## src/rtl/systolic_feeder.sv

```systemverilog
// Operand sequencer and diagonal skew feeder for a DIM x DIM systolic array.
// Optional abort input is compiled in when SYSTOLIC_FEEDER_ABORT_EN is defined.
module systolic_feeder #(
    parameter int N   = 32,
    parameter int DIM = 5,
    parameter int KW  = 8
) (
    input  logic             clk,
    input  logic             rst_n,
    input  logic             start,
    input  logic [KW-1:0]    k_len,
    input  logic             in_valid,
    output logic             in_ready,
    input  logic [DIM*N-1:0] in_a,
    input  logic [DIM*N-1:0] in_b,
    output logic [DIM*N-1:0] a_out,
    output logic [DIM*N-1:0] b_out,
    output logic             clr,
    output logic             st,
    output logic             busy,
    output logic             done
`ifdef SYSTOLIC_FEEDER_ABORT_EN
    ,
    input  logic             abort
`endif
);

    localparam int DCW = $clog2(2 * DIM);
    localparam logic [DCW-1:0] DRAIN_LAST = DCW'(2 * DIM - 2);

    typedef enum logic [2:0] {
        S_IDLE,
        S_CLEAR,
        S_STREAM,
        S_DRAIN,
        S_STORE,
        S_DONE
    } state_t;

    state_t         state_q, state_d;
    logic [KW-1:0]  kcnt_q, kcnt_d;
    logic [DCW-1:0] dcnt_q, dcnt_d;
    logic           in_ready_q, clr_q, st_q, busy_q, done_q;
    logic           flush;
    logic           abort_w;
    logic           accept;

`ifdef SYSTOLIC_FEEDER_ABORT_EN
    assign abort_w = abort;
`else
    assign abort_w = 1'b0;
`endif

    // in_valid/in_ready: a beat transfers on a cycle where both are high; abort wins over transfer.
    assign accept = in_ready_q & in_valid & ~abort_w;

    always_comb begin
        state_d = state_q;
        kcnt_d  = kcnt_q;
        dcnt_d  = dcnt_q;
        flush   = 1'b0;
        case (state_q)
            S_IDLE: begin
                if (start) begin
                    kcnt_d  = k_len;
                    state_d = S_CLEAR;
                end
            end
            S_CLEAR: state_d = (kcnt_q != '0) ? S_STREAM : S_STORE;
            S_STREAM: begin
                if (accept) begin
                    kcnt_d = kcnt_q - 1'b1;
                    if (kcnt_q == KW'(1)) begin
                        state_d = S_DRAIN;
                        dcnt_d  = DRAIN_LAST;
                    end
                end
            end
            S_DRAIN: begin
                if (dcnt_q == '0) state_d = S_STORE;
                else              dcnt_d  = dcnt_q - 1'b1;
            end
            S_STORE: state_d = S_DONE;
            S_DONE:  state_d = S_IDLE;
            default: state_d = S_IDLE;
        endcase
        if (abort_w && state_q != S_IDLE) begin
            state_d = S_IDLE;
            flush   = 1'b1;
        end
    end

    // Control outputs are registered decodes of the next state.
    always_ff @(posedge clk or negedge rst_n) begin
        if (!rst_n) begin
            state_q    <= S_IDLE;
            kcnt_q     <= '0;
            dcnt_q     <= '0;
            in_ready_q <= 1'b0;
            clr_q      <= 1'b0;
            st_q       <= 1'b0;
            busy_q     <= 1'b0;
            done_q     <= 1'b0;
        end else begin
            state_q    <= state_d;
            kcnt_q     <= kcnt_d;
            dcnt_q     <= dcnt_d;
            in_ready_q <= (state_d == S_STREAM);
            clr_q      <= (state_d == S_CLEAR);
            st_q       <= (state_d == S_STORE);
            busy_q     <= (state_d != S_IDLE);
            done_q     <= (state_d == S_DONE);
        end
    end

    assign in_ready = in_ready_q;
    assign clr      = clr_q;
    assign st       = st_q;
    assign busy     = busy_q;
    assign done     = done_q;

    // Lane i carries i+1 stages so its operand lands i cycles behind lane 0.
    for (genvar i = 0; i < DIM; i++) begin : g_lane
        logic [N-1:0] a_sr_q [0:i];
        logic [N-1:0] b_sr_q [0:i];

        always_ff @(posedge clk or negedge rst_n) begin
            if (!rst_n) begin
                for (int s = 0; s <= i; s++) begin
                    a_sr_q[s] <= '0;
                    b_sr_q[s] <= '0;
                end
            end else if (flush) begin
                for (int s = 0; s <= i; s++) begin
                    a_sr_q[s] <= '0;
                    b_sr_q[s] <= '0;
                end
            end else begin
                a_sr_q[0] <= accept ? in_a[i*N +: N] : '0;
                b_sr_q[0] <= accept ? in_b[i*N +: N] : '0;
                for (int s = 1; s <= i; s++) begin
                    a_sr_q[s] <= a_sr_q[s-1];
                    b_sr_q[s] <= b_sr_q[s-1];
                end
            end
        end

        assign a_out[i*N +: N] = a_sr_q[i];
        assign b_out[i*N +: N] = b_sr_q[i];
    end

endmodule
```

## config.mk

```make
export PLATFORM = sky130hd
export DESIGN_NAME = systolic_feeder
export DESIGN_NICKNAME = d
export VERILOG_FILES = /design/src/rtl/systolic_feeder.sv
export SDC_FILE = /design/constraint.sdc
export NUM_CORES = 1
export LEC_CHECK = 0
export CORE_ASPECT_RATIO = 0.75
export CORE_MARGIN = 4
export CORE_UTILIZATION = 40
export CTS_CLUSTER_DIAMETER = 40
export CTS_CLUSTER_SIZE = 30
export DETAILED_ROUTE_END_ITERATION = 6
export HOLD_SLACK_MARGIN = 0.05
export PLACE_DENSITY = 0.66
export SYNTH_ARGS = -nofsm -noshare
export SYNTH_HDL_FRONTEND = slang
export SYNTH_SLANG_ARGS = --single-unit
```

## constraint.sdc

```tcl
create_clock -name clk -period 2.45 [get_ports clk]
set_clock_uncertainty 0.05 [all_clocks]
set_input_delay 0.49 -clock clk [delete_from_list [all_inputs] [get_ports clk]]
set_output_delay 0.49 -clock clk [all_outputs]
set_load 0.005 [all_outputs]
```

After elaboration in Yosys (flattened, before gate mapping)
Index checks and enable logic that the tools add are counted.

word-level totals
  register bits = 980
  input bits = 332
  output and inout bits = 325
  logic and storage cells = 85

cells by class
  equality and inequality tests = 13
  muxes and demuxes = 23
  bitwise operators = 1
  $add $sub $neg = 2
  reductions and logical operators = 8

operator list
  operator                                          count
  two-way mux 32 bit                                10
  two-way mux 8 bit                                 2
  one-hot mux 8 bit (2 select lines)                1
  two-way mux 3 bit                                 5
  one-hot mux 3 bit (5 select lines)                1
  two-way mux 4 bit                                 3
  == test 3 x 2 -> 1 bit, second input constant     3
  == test 3 bit, second input constant              3
  == test 8 x 1 -> 1 bit, second input constant     1
  != test 2 bit, second input constant              4
  one-hot mux 4 bit (2 select lines)                1
  nonzero test 8 bit                                1
  subtractor 8 x 1 -> 8 bit, second input constant  1
  == test 3 x 1 -> 1 bit, second input constant     2
  logical NOT 4 bit                                 1
  AND reduction 4 bit                               1
  nonzero test 2 bit                                2
  subtractor 4 x 1 -> 4 bit, second input constant  1
  logical NOT 3 bit                                 1
  AND reduction 3 bit                               1
  nonzero test 3 bit                                1
  AND 1 bit                                         1

Logic depth before layout (Yosys ltp)
Gate-level depths: netlist of the first run.

  depth after elaboration = 5
  mapped depth = 7
  depth with buffers taken out = 6

Worst setup path before layout of the first run
OpenSTA, ideal clock, no wires.

  path kind = register to register
  from = reg state_q[2]
  to = reg kcnt_q[1]
  data required time = 2.275 ns
  slack = 0.895 ns
  stages on the path, launching flop included = 7
  arrival time = 1.380 ns
  library setup time = 0.125 ns
  path through = dfrtp_1 buf_6 or3b_1 buf_6 buf_6 a211oi_2 a21oi_1

between the ends
  longest elaborated chain between the ends = 3

ends and longest elaborated chain
  element                                                               RTL line  RTL
  start: declaration                                                    40        state_t state_q, state_d;
  start signal: assignment                                              105       state_q <= state_d;
  == test 3 x 2 -> 1 bit / logical NOT 3 bit (equally long branches)    62        case (state_q)
  != test 2 bit (no line) / nonzero test 2 bit (equally long branches)  --
  AND reduction 3 bit (no line)                                         --
  end signal: assignment                                                106       kcnt_q <= kcnt_d;
  end: declaration                                                      41        logic [KW-1:0] kcnt_q, kcnt_d;

Several ways; a longest one is shown, not always the timed one.
A chain may end at the register's enable or synchronous reset.

Worst setup path in the final report of the first run
  from = reg in_ready_q, in the netlist in_ready
  to = out in_ready

RTL lines
  element                   RTL line  RTL
  start: declaration        43        logic in_ready_q, clr_q, st_q, busy_q, done_q;
  start signal: assignment  108       in_ready_q <= (state_d == S_STREAM);
  end: declaration          13        output logic in_ready,

No word-level cell between the ends.

==> results.toml, run 1 <==
[cts]
worst_skew_pair.late_latency_ns = 0.63
cts_hold_buf = 1
cts-buffers-inserted = 96
tritoncts_clock_tree = "yes"
htreeDepth = 3
cts_resized = 0
cts-root-buf = "clkbuf_16"
post_cts_setup_bufs = 0
cts.sink_count = 980
clk_pin_slew_worst_setup_hold_paths_ns = 0.06
cts.path.max_buffers = 3

[sta]
worst_slew_margin_rel_pct = 45.9
post-route-period-util_pct = 89.1
fmax_mhz = 458
report.final.hold_viol_count = 0
period_needed_ns = 2.18
final-max-slew-violation-count = 0
tightestPinTransition_ns = 0.812
rsz0062_at_grt = "false"
worst_hold_slack_ns = 0.188
setup-violations-final = 0
setup_tns_ns = 0

[logic_synthesis]
synth_area_um2 = 29400
synthDistinctLibCells = 43
yosys_warn_count = 0
synthesis.instances = 1722
mean_syn_cell_area_um2 = 17.1
synth-edff-count = 0
synth_fp_nets = 2058
yosys_register_bits = 980
ys_seq_area_share_pct = 83.5
synthArstFlopShare_pct = 100
synth_flop_cell = "dfrtp_1"

[route]
detailedRoute.firstPassIterationCount = 7
vias_after_detailed_routing = 14300
via_per_inst = 4.41
detailedRoute.firstIterationViolations = 927
final_routed_drc_violation_total = 0
antenna_violating_nets_post_route = 0
detail_route.wirelength_um = 65700
wire_per_inst_um = 20.3

[outcome]
status = "complete, no violations"

[pwr]
peakVddDrop_uv = 668
p_int_uw = 29500
clkPwrFrac_pct = 39.2
comb_power_share_pct = 12.2
p_per_area_nw_per_um2 = 1020
leakage_power_uw = 0.0193
swShare_pct = 25.7
pwr-share-seq_pct = 48.6
power.net_switching_uw = 10200

[floorplan]
die_y_um = 243
floorplan.core_area_um2 = 72200
rows = 85
die_width_um = 321
pin_count = 657
dieArea_um2 = 77900
starting_density_of_the_core_pct = 40.7

[setup_path]
critPathMaxStageDelay_ns = 0.55
timing.critical_path.arrival_ns = 1.64
ff2ff_setup_slack_ns = 0.53
critical_path_required_ns = 1.91
timing.critical_path.from_type = "flop"
worst_r2r_path_depth = 4
crit_chain = "clkdlybuf4s50_1"
critical-path-slowest-cell = "clkdlybuf4s50_1"
critical_path.endpoint_type = "output port"
crit_path_start = "in_ready"
critPathMaxFanout = 4
cp.buffers_inverters = 1
r2r-start = "state_q[2]"
timing_worst_setup_path_type = "flop to output port"
r2r-end = "kcnt_q[7]"
worst_path_dominant_cell_family = "buffers and inverters"

[global_routing]
grt_start_max_net_pins = 202
grt_pass1_wl_um = 100000
grt_use_total_pct = 17.0
grt_pass1_vias = 15900
antenna_violations_before_repair = 16
grt.overflow.total = 0

[cells_and_area]
final_area_um2 = 39000
fraction_of_layout_cells_with_a_size_suffix_above_1_pct = 10.1
synthToLayoutAreaGrowth_pct = 32.6
layout.cells.most_common_list = "979 x dfrtp_1, 654 x clkdlybuf4s50_1, 321 x and3_1"
layout.cells.most_common = "dfrtp_1"
nNetsFinal = 2521
num-fill-cells = 5583

[placement]
place.port_buffers = 656
place_congestion = 0.828
post_dp_cell_area_um2 = 35400
dpl.hpwl_um = 45100

[worst_hold_path]
hold-path-cell-count = 2
worstHoldPathType = "input pin to flop"
worstHoldEndpoint = "g_lane[0].b_sr_q[24]"
worstHoldStart = "in_valid"

[job]
cap_violations = 0
## synthesized netlist by cell type (4+ instances only)
| master | count | area [um2] |
|---|---|---|
| nor2_1 | 10 | 37.5 |
| o21ai_1 | 6 | 30.0 |
| dfrtp_1 | 980 | 24500 |
| buf_6 | 4 | 45.0 |
| nand3_1 | 5 | 25.0 |
| inv_1 | 7 | 26.3 |
| and3_1 | 321 | 2010 |
| a21oi_1 | 5 | 25.0 |
| clkbuf_1 | 72 | 270 |
| nor3_1 | 4 | 20.0 |
| buf_4 | 256 | 1920 |
| o21ai_0 | 8 | 40.0 |
| ha_1 | 4 | 50.1 |
## sequential cells by signal, summed over array words and instances (netlist names), 3 cells and up
register,cells
b_out,128
kcnt_q,8
state_q,3
g_lane.a_sr_q,352
a_out,128
g_lane.b_sr_q,352
dcnt_q,4
## how the worst max path moves through the flow
stage / end / slack, ns / cells after the start
3_5_place_dp: kcnt_q[7] / 0.32 / 5
2_1_floorplan: kcnt_q[1] / 0.89 / 6
6_report: in_ready / 0.27 / 1
5_1_grt: in_ready / 0.21 / 1
3_3_place_gp: kcnt_q[7] / 0.42 / 5
4_1_cts: in_ready / 0.22 / 1
## per-layer routing
layer	share of wire [%]	track usage, %	wire length (um)	up-vias
li1	-	-	-	6310
met1	38	19.8	24700	7421
met2	53	29.7	34800	415
met3	6.5	5.20	4270	125
met4	2.8	5.96	1820	14
met5	0.16	0	103	-
## power by group through the flow
| stage | Sequential [uW] | Clock [uW] | Combinational [uW] |
|---|---|---|---|
| after CTS | 19400 | 16000 | 4920 |
| after floorplan | 19300 | 0 | 2580 |
| final | 19300 | 15600 | 4830 |
| after global placement | 19500 | 0 | 4750 |
| after detailed placement | 19600 | 0 | 4880 |
| after global routing | 19600 | 16700 | 5230 |
## cells by family (layout without fill, tap and decap cells)
family	after synthesis	after routing	share of synthesized area (%)
flip-flops	980	980	83.5
AND/OR/NAND/NOR	361	361	7.74
buffers and inverters	340	887	7.72
AO/OA/AOI/OAI	35	35	0.818
adder cells (fa/ha/maj)	4	4	0.170
multiplexers	2	2	0.0682
other	0	10	0
## stage by stage
stage | setup WS, ns | std cells | util, % | total power [uW]
floorplan | 0.895 | 1722 | - | 21900
global placement | 0.420 | 3043 | 49.1 | 24200
detailed placement | 0.323 | 3043 | 49.1 | 24500
CTS | 0.221 | 3226 | 53.9 | 40300
global route | 0.208 | 3235 | 53.9 | 41500
finish | 0.268 | 3236 | 54.0 | 39800
## final cells by class
type / instances / area (um2) / share of cell area [%]
timing repair buffer: 698 / 7100 / 18.2
inverter: 7 / 26.3 / 0.0674
antenna: 10 / 25.0 / 0.0642
multi-input combinational: 402 / 2580 / 6.63
tap: 957 / 1200 / 3.07
clock buffer: 108 / 2530 / 6.49
clock inverter: 74 / 968 / 2.49
sequential: 980 / 24500 / 63.0
(Power assumes the default switching activity.)
==> inputs of run 2 (changes only) <==
CTS_CLUSTER_SIZE = default   (was 30)
==> run 2 against run 1 <==
- routed wire length grew 0.12%
- die area is the same
- global-route usage is essentially flat
- non-clock buffer count is the same
- power grew 1.7%
- critical endpoint unchanged
- highest routed layer unchanged
==> results.toml, run 2 (same netlist as run 1, synthesis figures left out) <==
[worst_hold_path]
worstHoldEndpoint = "g_lane[0].b_sr_q[24]"
worstHoldPathType = "input pin to flop"
worstHoldStart = "in_valid"
hold-path-cell-count = 2

[placement]
post_dp_cell_area_um2 = 35400
place_congestion = 0.828
place.port_buffers = 656
dpl.hpwl_um = 45100

[route]
antenna_violating_nets_post_route = 0
vias_after_detailed_routing = 14400
final_routed_drc_violation_total = 0
wire_per_inst_um = 20.3
detailedRoute.firstIterationViolations = 967
detail_route.wirelength_um = 65800
detailedRoute.firstPassIterationCount = 5
via_per_inst = 4.45

[cells_and_area]
postLayoutCoreUtil_pct = 54.2
layout.cells.most_common_list = "979 x dfrtp_1, 654 x clkdlybuf4s50_1, 321 x and3_1"
nNetsFinal = 2529
biggestRegsByFlops = "g_lane.a_sr_q x352, g_lane.b_sr_q x352"
synthToLayoutAreaGrowth_pct = 33.3
layout.cells.most_common = "dfrtp_1"
final_area_um2 = 39200
multi_input_comb_area_um2 = 2580
fraction_of_layout_cells_with_a_size_suffix_above_1_pct = 10.3
num-fill-cells = 5559
layout.area.seq_um2 = 24500

[floorplan]
die_width_um = 321
dieArea_um2 = 77900
floorplan.core_area_um2 = 72200
starting_density_of_the_core_pct = 40.7
rows = 85
pin_count = 657
die_y_um = 243

[pwr]
peakVddDrop_uv = 667
p_per_area_nw_per_um2 = 1030
leakage_power_uw = 0.0194
p_total_uw = 40400

[sta]
worst_hold_slack_ns = 0.178
setup_tns_ns = 0
post-route-period-util_pct = 89.5
tightestPinTransition_ns = 0.821
setup-violations-final = 0
report.final.hold_viol_count = 0
rsz0062_at_grt = "false"
fmax_mhz = 456
worst_slew_margin_rel_pct = 45.3
final-max-slew-violation-count = 0
period_needed_ns = 2.19

[setup_path]
r2r-end = "kcnt_q[7]"
worst_r2r_path_depth = 4
timing.critical_path.arrival_ns = 1.65
critPathMaxStageDelay_ns = 0.55
worst_path_dominant_cell_family = "buffers and inverters"
cp.buffers_inverters = 1
crit_chain = "clkdlybuf4s50_1"
timing.critical_path.from_type = "flop"
critical_path_required_ns = 1.91
critical-path-slowest-cell = "clkdlybuf4s50_1"
cp.depth = 1
critPathMaxFanout = 4
timing_worst_setup_path_type = "flop to output port"
critical_path.endpoint_type = "output port"
ff2ff_setup_slack_ns = 0.53
r2r-start = "state_q[2]"

[outcome]
status = "complete, no violations"

[cts]
cts.sink_count = 980
cts_hold_buf = 1
cts.path.max_buffers = 3
worst_skew_pair.late_latency_ns = 0.65
post_cts_setup_bufs = 0
cts-root-buf = "clkbuf_16"
cts-buffers-inserted = 104
clk_pin_slew_worst_setup_hold_paths_ns = 0.06
htreeDepth = 3
tritoncts_clock_tree = "yes"
cts_resized = 0

[global_routing]
globalRouteMet1Util_pct = 19.8
grt_start_max_net_pins = 202
grt_pass1_vias = 16100
grt.overflow.total = 0
antenna_violations_before_repair = 13
global_route.usage.met3_pct = 5.18
grt_pass1_wl_um = 100000
grt_use_total_pct = 16.9
grtUsageMet2_pct = 29.6
grt_most_used_layer = "met2"

[job]
cap_violations = 0
==> run 2: cell count changes in the layout (fill, tap and decap cells not counted), moves of 6 or more <==
cell,before,now
clkinv_8,14,4
clkbuf_1,6,12
clkbuf_8,4,10
clkinv_2,4,15
bufinv_16,4,11
inv_16,8,1
clkbuf_16,98,105
==> run 2: routing by layer <==
| metal | share of wire [%] | up-vias |
|---|---|---|
| li1 | - | 6321 |
| met1 | 38 | 7530 |
| met2 | 52 | 437 |
| met3 | 6.7 | 139 |
| met4 | 3.1 | 14 |
| met5 | 0.13 | - |
==> run 2: worst register-to-register path, delay by kind of cell, from the launching register on <==
kind | cells | cell delay [ns]
simple gates | 2 | 0.92
compound gates | 2 | 0.31
flops | 1 | 0.52
==> run 2: stage by stage <==
stage	std cells	setup slack (ns)
floorplan	1722	0.895
global placement	3043	0.420
detailed placement	3043	0.323
CTS	3238	0.207
global route	3244	0.191
finish	3246	0.258
==> run 2: how the worst max path moves through the flow <==
stage          startpoint   endpoint  slack [ns]
2_1_floorplan  state_q[2]  kcnt_q[1]        0.89
3_3_place_gp        start  kcnt_q[7]        0.42
3_5_place_dp        start  kcnt_q[7]        0.32
4_1_cts          in_ready   in_ready        0.21
5_1_grt          in_ready   in_ready        0.19
6_report         in_ready   in_ready        0.26
==> run 2: final cells by class <==
cell class / count / share of cell area, %
timing repair buffer: 698 / 18.1
inverter: 7 / 0.0671
sequential: 980 / 62.6
multi-input combinational: 402 / 6.60
clock buffer: 127 / 7.18
tap: 957 / 3.06
clock inverter: 67 / 2.26
antenna: 8 / 0.0511
==> run 2: report_power, final <==
part	switching, uW	internal [uW]
logic	2300	2530
clock network	6690	9580
registers	806	18500
total	9790	30700
==> inputs of run 3 (changes only) <==
CELL_PAD_IN_SITES_DETAIL_PLACEMENT = 0   (was default)
CELL_PAD_IN_SITES_GLOBAL_PLACEMENT = 1   (was default)
PLACE_DENSITY = 0.77   (was 0.66)
==> run 3 against run 2 <==
- global-route usage is essentially flat
- flip-flop and latch count is the same
- non-clock buffer count fell by 11
- design area down 0.52%
- clock power is 2% lower
- critical path depth is the same
- first-iteration DRC count decreased by 19%
- sequential share of layout area rose by 0.33 points
- combinational power barely moved
- power decreased by 0.85%
- critical endpoint unchanged
- largest power group unchanged
==> results.toml, run 3 (same netlist as run 1, synthesis figures left out) <==
[route]
detail_route.wirelength_um = 65400
wire_per_inst_um = 20.3
via_per_inst = 4.42
antenna_violating_nets_post_route = 0
final_routed_drc_violation_total = 0
detailedRoute.firstIterationViolations = 783
vias_after_detailed_routing = 14300
detailedRoute.firstPassIterationCount = 5

[cells_and_area]
nNetsFinal = 2516
synthToLayoutAreaGrowth_pct = 32.6
final_area_um2 = 38900
layout.cells.most_common_list = "979 x dfrtp_1, 654 x clkdlybuf4s50_1, 321 x and3_1"
layout.cells.most_common = "dfrtp_1"
fraction_of_layout_cells_with_a_size_suffix_above_1_pct = 9.72
num-fill-cells = 5609
biggestRegsByFlops = "g_lane.a_sr_q x352, g_lane.b_sr_q x352"

[cts]
htreeDepth = 3
cts.sink_count = 980
clk_pin_slew_worst_setup_hold_paths_ns = 0.06
cts-root-buf = "clkbuf_16"
worst_skew_pair.late_latency_ns = 0.63
post_cts_setup_bufs = 0
cts-buffers-inserted = 102
tritoncts_clock_tree = "yes"
cts.path.max_buffers = 3

[setup_path]
timing.critical_path.from_type = "flop"
r2r-end = "kcnt_q[7]"
critical_path.endpoint_type = "output port"
r2r-start = "state_q[1]"
timing_worst_setup_path_type = "flop to output port"
critPathMaxFanout = 4
ff2ff_setup_slack_ns = 0.55
critPathMaxStageDelay_ns = 0.56
worst_path_dominant_cell_family = "buffers and inverters"
crit_chain = "clkdlybuf4s50_1"
timing.critical_path.arrival_ns = 1.67
cp.buffers_inverters = 1
critical-path-slowest-cell = "clkdlybuf4s50_1"
worst_r2r_path_depth = 4
critical_path_required_ns = 1.91

[sta]
tightestPinTransition_ns = 0.644
setup_tns_ns = 0
report.final.hold_viol_count = 0
period_needed_ns = 2.21
final-max-slew-violation-count = 0
rsz0062_at_grt = "false"
worst_slew_margin_rel_pct = 57.1
setup-violations-final = 0
post-route-period-util_pct = 90.2
fmax_mhz = 453

[outcome]
status = "complete, no violations"

[pwr]
swShare_pct = 23.8
pwr-share-seq_pct = 48.3
leakage_power_uw = 0.0193
power.net_switching_uw = 9540
clkPwrFrac_pct = 39.7
p_int_uw = 30600
comb_power_share_pct = 12.0
p_per_area_nw_per_um2 = 1030
peakVddDrop_uv = 560

[global_routing]
antenna_violations_before_repair = 15
grt_start_max_net_pins = 175
grt_use_total_pct = 16.9
global_route.usage.met3_pct = 4.86
grt_most_used_layer = "met2"
grt_pass1_vias = 15900
grt.overflow.total = 0
grt_pass1_wl_um = 99500
globalRouteMet1Util_pct = 20.7
grtUsageMet2_pct = 29.2

[worst_hold_path]
worstHoldStart = "in_valid"
worstHoldPathType = "input pin to flop"
worstHoldEndpoint = "g_lane[0].a_sr_q[1]"
hold-path-cell-count = 2

[floorplan]
die_y_um = 243
floorplan.core_area_um2 = 72200
starting_density_of_the_core_pct = 40.7
die_width_um = 321
dieArea_um2 = 77900
rows = 85
pin_count = 657

[placement]
dpl.hpwl_um = 45000
place.port_buffers = 656
post_dp_cell_area_um2 = 35300
place_congestion = 0.802

[job]
cap_violations = 0
-- run 3: cell count changes in the layout (fill, tap and decap cells not counted) --
cell | before | now
buf_4 | 24 | 14
inv_6 | 12 | 7
diode_2 | 8 | 7
clkbuf_16 | 105 | 103
clkinvlp_4 | 7 | 10
clkinv_2 | 15 | 14
clkbuf_8 | 10 | 16
clkinv_16 | 3 | 0
clkinv_4 | 5 | 4
buf_12 | 17 | 16
inv_8 | 9 | 4
clkinv_8 | 4 | 7
clkbuf_1 | 12 | 10
-- run 3: per-layer routing --
metal / part of all wire (%) / routed length, um / vias to the layer above
met4: 2.5 / 1610 / 12
met1: 39 / 25500 / 7458
met3: 6.1 / 4000 / 112
met2: 52 / 34200 / 392
li1: - / - / 6279
met5: 0.12 / 80 / -
-- run 3: power groups by stage --
stage                     combinational [uW]  clock (uW)  sequential, uW
after global placement                  4790           0           19500
after global routing                    5230       17100           19600
final                                   4820       15900           19400
after floorplan                         2580           0           19300
after detailed placement                4880           0           19700
after CTS                               4920       16300           19400
-- run 3: area by class of cell --
cell class / instances / area, um2 / share of cell area (%)
multi-input combinational: 402 / 2580 / 6.63
clock buffer: 129 / 2840 / 7.28
antenna: 7 / 17.5 / 0.0450
inverter: 7 / 26.3 / 0.0675
tap: 957 / 1200 / 3.07
timing repair buffer: 687 / 7010 / 18.0
sequential: 980 / 24500 / 63.0
clock inverter: 58 / 751 / 1.93
-- run 3: worst max-delay path by stage --
stage                     slack [ns]  cells past startpoint         to  startpoint
after floorplan                 0.89                      6  kcnt_q[1]  state_q[2]
after global placement          0.37                      5  kcnt_q[7]       start
after detailed placement        0.32                      5  kcnt_q[6]       start
after CTS                       0.16                      1   in_ready    in_ready
after global routing            0.15                      1   in_ready    in_ready
final                           0.24                      1   in_ready    in_ready
-- run 3: through the flow --
stage | setup slack (ns) | total power, uW | hold slack [ns] | utilization (%) | instances
floorplan | 0.895 | 21900 | 0.144 | - | 1722
global placement | 0.366 | 24300 | 0.281 | 48.9 | 3032
detailed placement | 0.320 | 24600 | 0.285 | 48.9 | 3032
CTS | 0.165 | 40700 | 0.116 | 53.9 | 3220
global route | 0.152 | 41900 | 0.126 | 53.9 | 3226
finish | 0.241 | 40100 | 0.164 | 53.9 | 3227
-- run 3: timing repair --
action / CTS / global route
hold buffers: 1 / 0
hold endpoints to repair: 10 / 0
resized for setup: 0 / 0
